[config.mk]
export PLATFORM = sky130hd
export DESIGN_NAME = vga_timing_detector
export DESIGN_NICKNAME = d
export VERILOG_FILES = /design/src/rtl/vga_timing_detector.sv
export SDC_FILE = /design/constraint.sdc
export NUM_CORES = 1
export LEC_CHECK = 0
export ABC_CLOCK_PERIOD_IN_PS = 6200
export BUFFER_PORTS_ARGS = -buffer_cell sky130_fd_sc_hd__buf_4
export CAP_MARGIN = 5
export CORE_ASPECT_RATIO = 2
export CORE_MARGIN = 4
export CORE_UTILIZATION = 54
export DETAILED_ROUTE_END_ITERATION = 10
export PLACE_DENSITY_LB_ADDON = 0.12
export SLEW_MARGIN = 20
export SYNTH_ARGS = -nofsm -noshare
export SYNTH_HDL_FRONTEND = slang
export SYNTH_SLANG_ARGS = --single-unit
[constraint.sdc]
create_clock -name clk -period 6.2 [get_ports clk]
set_clock_uncertainty 0.1 [all_clocks]
set_input_delay 0.62 -clock clk [delete_from_list [all_inputs] [get_ports clk]]
set_output_delay 0.62 -clock clk [all_outputs]
set_load 0.05 [all_outputs]
[src/rtl/vga_timing_detector.sv]
// Receive-side VGA timing analyser: measures line/frame geometry from an
// h_sync/v_sync/de stream, recovers active-area coordinates and tracks lock.
module vga_timing_detector #(
    parameter int W           = 10,
    parameter int LOCK_FRAMES = 2
) (
    input  logic         clk,
    input  logic         reset,
    input  logic         pix_en,
    input  logic         h_sync,
    input  logic         v_sync,
    input  logic         de,
    output logic         de_o,
    output logic [W-1:0] x_pos,
    output logic [W-1:0] y_pos,
    output logic [W-1:0] h_total,
    output logic [W-1:0] h_sync_w,
    output logic [W-1:0] h_active,
    output logic [W-1:0] v_total,
    output logic [W-1:0] v_active,
    output logic         locked,
    output logic         frame_start,
    output logic         err
);

    localparam logic [W-1:0] MAX = '1;
    localparam logic [W-1:0] ONE = W'(1);

    typedef enum logic [1:0] {
        S_UNLOCKED,
        S_MEASURE,
        S_CHECK,
        S_LOCKED
    } state_t;

    typedef struct packed {
        logic [W-1:0] h_total;
        logic [W-1:0] h_active;
        logic [W-1:0] v_total;
        logic [W-1:0] v_active;
    } geom_t;

    function automatic logic [W-1:0] sat_inc(input logic [W-1:0] v);
        return (v == MAX) ? v : v + ONE;
    endfunction

    // Previous sample; edges compare it against the live inputs at each pix_en edge.
    logic         s_hs, s_vs, s_de;
    logic [W-1:0] line_cnt, hs_low_cnt, de_cnt, line_num, v_act_cnt, line_ref;
    logic         line_had_de, first_line, line_bad;
    geom_t        ref_geom, geom_new;
    state_t       state, state_next;
    logic [7:0]   match_cnt, match_next;
    logic         ref_load, err_next;

    logic h_fall, h_rise, v_fall, de_fall, timeout;
    logic line_bad_now, frame_ok;
    logic [W-1:0] v_act_next;

    assign h_fall  = pix_en &  s_hs & ~h_sync;
    assign h_rise  = pix_en & ~s_hs &  h_sync;
    assign v_fall  = pix_en &  s_vs & ~v_sync;
    assign de_fall = pix_en &  s_de & ~de;
    assign timeout = pix_en & ~h_fall & (line_cnt == MAX - ONE);

    assign line_bad_now = h_fall & ~first_line & (line_cnt != line_ref);
    assign v_act_next   = (h_fall && line_had_de) ? sat_inc(v_act_cnt) : v_act_cnt;

    // Geometry as it stands after this edge; a coincident line edge is folded in first.
    always_comb begin
        geom_new.h_total  = h_fall ? line_cnt : h_total;
        geom_new.h_active = h_fall ? de_cnt   : h_active;
        geom_new.v_total  = h_fall ? sat_inc(line_num) : line_num;
        geom_new.v_active = v_act_next;
    end

    assign frame_ok = (geom_new == ref_geom) && !line_bad && !line_bad_now;
    assign locked   = (state == S_LOCKED);

    // NOTE: every output of a combinational block gets a default first, so no path leaves it unassigned and no latch is inferred.
    always_comb begin
        state_next = state;
        match_next = match_cnt;
        ref_load   = 1'b0;
        err_next   = 1'b0;
        if (timeout) begin
            state_next = S_UNLOCKED;
            match_next = '0;
            err_next   = (state == S_LOCKED);
        end else if (v_fall) begin
            case (state)
                S_UNLOCKED: state_next = S_MEASURE;
                S_MEASURE: begin
                    ref_load   = 1'b1;
                    match_next = 8'd1;
                    state_next = (LOCK_FRAMES <= 1) ? S_LOCKED : S_CHECK;
                end
                S_CHECK: begin
                    if (frame_ok) begin
                        match_next = match_cnt + 8'd1;
                        if (match_cnt + 8'd1 >= 8'(LOCK_FRAMES)) state_next = S_LOCKED;
                    end else begin
                        ref_load   = 1'b1;
                        match_next = 8'd1;
                    end
                end
                S_LOCKED: begin
                    if (!frame_ok) begin
                        err_next   = 1'b1;
                        ref_load   = 1'b1;
                        match_next = 8'd1;
                        state_next = S_CHECK;
                    end
                end
                default: state_next = S_UNLOCKED;
            endcase
        end
    end

    // NOTE: sequential state uses non-blocking assignments so every register samples pre-edge values, independent of statement order.
    always_ff @(posedge clk or posedge reset) begin
        if (reset) begin
            state       <= S_UNLOCKED;
            match_cnt   <= '0;
            ref_geom    <= '0;
            frame_start <= 1'b0;
            err         <= 1'b0;
        end else begin
            state       <= state_next;
            match_cnt   <= match_next;
            frame_start <= v_fall;
            err         <= err_next;
            if (ref_load) ref_geom <= geom_new;
        end
    end

    always_ff @(posedge clk or posedge reset) begin
        if (reset) begin
            s_hs        <= 1'b1;
            s_vs        <= 1'b1;
            s_de        <= 1'b0;
            de_o        <= 1'b0;
            x_pos       <= '0;
            y_pos       <= '0;
            h_total     <= '0;
            h_sync_w    <= '0;
            h_active    <= '0;
            v_total     <= '0;
            v_active    <= '0;
            line_cnt    <= '0;
            hs_low_cnt  <= '0;
            de_cnt      <= '0;
            line_num    <= '0;
            v_act_cnt   <= '0;
            line_ref    <= '0;
            line_had_de <= 1'b0;
            first_line  <= 1'b1;
            line_bad    <= 1'b0;
        end else if (pix_en) begin
            s_hs  <= h_sync;
            s_vs  <= v_sync;
            s_de  <= de;
            de_o  <= de;
            x_pos <= (de && s_de) ? sat_inc(x_pos) : '0;

            if (v_fall)       y_pos <= '0;
            else if (de_fall) y_pos <= sat_inc(y_pos);

            if (h_fall) begin
                line_cnt    <= ONE;
                h_total     <= line_cnt;
                h_active    <= de_cnt;
                de_cnt      <= de ? ONE : '0;
                line_had_de <= de;
                hs_low_cnt  <= ONE;
            end else begin
                line_cnt    <= sat_inc(line_cnt);
                line_had_de <= line_had_de | de;
                if (de)      de_cnt     <= sat_inc(de_cnt);
                if (!h_sync) hs_low_cnt <= sat_inc(hs_low_cnt);
            end

            if (h_rise) h_sync_w <= hs_low_cnt;

            if (v_fall) begin
                v_total    <= geom_new.v_total;
                v_active   <= geom_new.v_active;
                line_num   <= '0;
                v_act_cnt  <= '0;
                first_line <= 1'b1;
                line_bad   <= 1'b0;
            end else if (h_fall) begin
                line_num  <= sat_inc(line_num);
                v_act_cnt <= v_act_next;
                if (first_line) begin
                    line_ref   <= line_cnt;
                    first_line <= 1'b0;
                end else if (line_bad_now) begin
                    line_bad <= 1'b1;
                end
            end
        end
    end

endmodule

==> results.md <==
* Slew of the pin with the lowest slew margin at roughly 990 ps
* Fin worst setup slack at 1733 ps
* Post-Syn Instances at approximately 1000
* Top Ports at 80
* Power per cell area at roughly 350 mW/mm²
* Vias post-DR at roughly 7500
* Sequential Power Share at 0.436
* Synth Area in XOR/XNOR at 0.06892
* Crit share post-route at 0.7206
* Fin. Hold Viols at 0
* Worst Setup Start Kind: register
* Resize count post-CTS at 0
* Vias per cell at approximately 5.9
* Initial core utilization at 0.5457
* Yosys reg bits at ~190
* Switching Fraction at 0.3521
* LEAKAGE at 5.020 nW
* Largest family of logic cells by synthesized area: simple AND/OR/NAND/NOR gates
* Final nets at 1066
* Number of enable flip-flop cells after synthesis at 0
* Max reg flops at 40
* Post-Syn Area at between 0.009 and 0.01 mm²
* Row Count at 69
* Starting DRT DRC Count at 357
* Detailed Place HPWL at around 17000 µm
* Critical path class: register to register
* Mux share of post-synthesis cell area at 0.05687
* Clock Tree Buf Depth at 2
* Cts hold-fix bufs at 0
* Placeable Area at ~0.018 mm²
* HP Class: input pin to asynchronous set/reset pin
* VDD IR max at between 0.0002 and 0.00025 V
* Async set-or-reset flop fraction in the synthesized netlist at 1.000
* Largest register by flop count: ref_geom
* Die X-Extent at around 100 µm
* Root Driver: clkbuf_16
* Pin count of the biggest net entering global routing at about 140
* Yosys warning count at 0
* Post-CTS setup buffer count at 0
* Status: complete, no violations
* Endpoints failing setup at 0
* Total Power at 3.779 mW
* Clk pwr share at 0.308
* Pre-CTS WS at between 1500 and 2000 ps
* Register area share after synthesis at 0.4875
* Post-Synth Simple-Gate Area at 0.1890
* Clock Pin Slew Worst Setup and Hold Paths at approximately 70 ps
* Number of H-tree levels at 4
* GR Util All Layers at 0.2480
* Top_reg_cell synth: dfrtp_1
* CTS tree: done
* Setup TNS at 0 ps
* Share of cells above drive strength 1 at 0.1632
* Die Ht at 197.1 µm
* Mapped Avg Cell Area at around 10 µm²
* Post-DR wirelength/cell at 18.70 µm
* Die area at approximately 0.020 mm²
* Post-Syn Nets at between 1000 and 1500
* Comb pwr share at 0.256
* Crit path DAT at ~4700 ps
* Post-route ant nets at 0
* RSZ-0062 raised after global routing: false
* Min Tclk post-route at 4467 ps
* Max Slew Vio Count at 0
* Overflow after GRT at 0
* Synth-to-layout area growth at 13.30%
* Maxcap violations at 0
* Diode count at 0
* Global-route wire length before repair at 38960 µm
* Worst path required time at 6410 ps
* Compound-gate portion of the synthesized area at 0.1321
* Fmax at approximately 220 MHz
* DRT Wirelength at 23800 µm
* Initial antenna violation count at 1
* Remaining DRCs at 0
* DR pass1 iterations at 5
* Internal power at 2.449 mW
* Vias in the first global route at approximately 7600
* Final GP Congestion at between 0.9 and 1
* Crit Path Max Fanout at 66
* Critical Path End Type: register
* CTS Sinks at ~190
* Worst-skew pair later-pin latency at between 400 and 500 ps
* Max transition margin at 0.3412
* Net switching power at roughly 1.3 mW
* Synth Area in Adders at 0.01684
* Total clock buffers created by CTS at 17
* Unique cell type count in the Yosys netlist at approximately 80
* Port bufs at 79
-- cell type report --
cell class / count / area, µm²
Timing Repair Buffer: 84 / 630.6
Multi-Input combinational cell: 700 / 4488
Clock inverter: 14 / 192.7
Inverter: 56 / 217.7
Sequential cell: 188 / 4708
Clock buffer: 18 / 439.2
Tap cell: 213 / 266.5
Fill cell: 1541 / 6755
-- cells by family (layout without fill, tap and decap cells) --
kind of cell	after synthesis	after routing
and+or+nand+nor	369	369
adders and majority gates	13	13
AOI/OAI and AO/OA	192	192
buffers and inverters	105	172
muxes	50	50
xor gates and xnor gates	76	76
DFF	188	188
-- placed cells by master (no fill, tap or decap), types with 11 or more instances in the layout --
master	netlist	layout
nand4_1	24	24
mux2_2	20	20
xnor2_1	32	32
a31oi_1	11	11
o21ai_0	64	64
ha_1	13	13
inv_1	56	55
mux2i_1	25	25
nand2_1	100	100
and3_1	16	16
clkbuf_16	0	17
dfrtp_1	185	185
nor3_1	19	19
xor2_1	44	44
nor2_1	103	103
a21oi_2	11	11
a21oi_1	33	33
nand3_1	40	40
or3_1	19	19
buf_4	5	84
-- metrics by stage --
stage | instance area (µm²) | hold slack (ps) | utilization | std cells
5_1_grt | 10940 | 333.3 | 0.6183 | 1273
2_1_floorplan | 9658 | 346.1 | - | 993
3_3_place_gp | 10310 | 358.7 | 0.5826 | 1241
3_5_place_dp | 10310 | 363.9 | 0.5826 | 1241
6_report | 10940 | 245.9 | 0.6183 | 1273
4_1_cts | 10940 | 315.1 | 0.6183 | 1273
-- power by group through the flow --
stage / registers [mW] / clock network (mW) / logic, mW
after floorplan: 1.75 / 0 / 0.573
after global placement: 1.66 / 0 / 0.964
after detailed placement: 1.67 / 0 / 0.974
after CTS: 1.65 / 1.19 / 0.978
after global routing: 1.67 / 1.24 / 1.06
final: 1.65 / 1.16 / 0.968
-- worst max-delay path, stage by stage (launching register included) --
cell and delay, ps:
dfstp_2 620, nand3b_1 370, buf_4 400, o41ai_1 530
o2111ai_1 160, or4b_1 540, nor3_1 330, nand4_4 240
o211a_4 570, mux2_4 410
-- path summary, 6_finish.rpt --
path / to / cells after the start / from / slack [ps]
worst max-delay path: ref_geom[27] / 9 / s_hs / 1730
worst min-delay path: x_pos[0] / 2 / reset / 250
worst max register to register: ref_geom[27] / 9 / s_hs / 1730
worst min register to register: v_active[5] / 2 / v_active[5] / 380
max in group asynchronous: ref_geom[2] / 3 / reset / 4420
min in group clk: s_vs / 2 / v_sync / 340
-- routing by layer --
layer	GRT usage	wire length, µm	vias up
met4	0.1270	1099	2
met1	0.2680	8711	3663
met3	0.03782	852	63
met5	0	7	-
met2	0.4528	13130	171
li1	-	-	3599
-- synthesized netlist by cell type (6+ instances only) --
| cell type | instances | area [µm²] |
|---|---|---|
| dfrtp_1 | 185 | 4629 |
| nor2_1 | 103 | 386.6 |
| nand2_1 | 100 | 375.4 |
| o21ai_0 | 64 | 320.3 |
| inv_1 | 56 | 210.2 |
| xor2_1 | 44 | 385.4 |
| nand3_1 | 40 | 200.2 |
| a21oi_1 | 33 | 165.2 |
| xnor2_1 | 32 | 280.3 |
| mux2i_1 | 25 | 250.2 |
| nand4_1 | 24 | 150.1 |
| clkbuf_1 | 20 | 75.07 |
| mux2_2 | 20 | 225.2 |
| nor3_1 | 19 | 95.09 |
| or3_1 | 19 | 118.9 |
| and3_1 | 16 | 100.1 |
| ha_1 | 13 | 162.7 |
| a21oi_2 | 11 | 96.34 |
| a31oi_1 | 11 | 68.82 |
| buf_2 | 10 | 50.05 |
| o21ai_1 | 9 | 45.04 |
| buf_1 | 8 | 30.03 |
| o22ai_1 | 7 | 43.79 |
| a221oi_1 | 6 | 52.55 |
| and4_1 | 6 | 52.55 |
| buf_6 | 6 | 67.56 |
| o2111ai_1 | 6 | 52.55 |
Note: power is estimated with default switching activity, not from simulation.
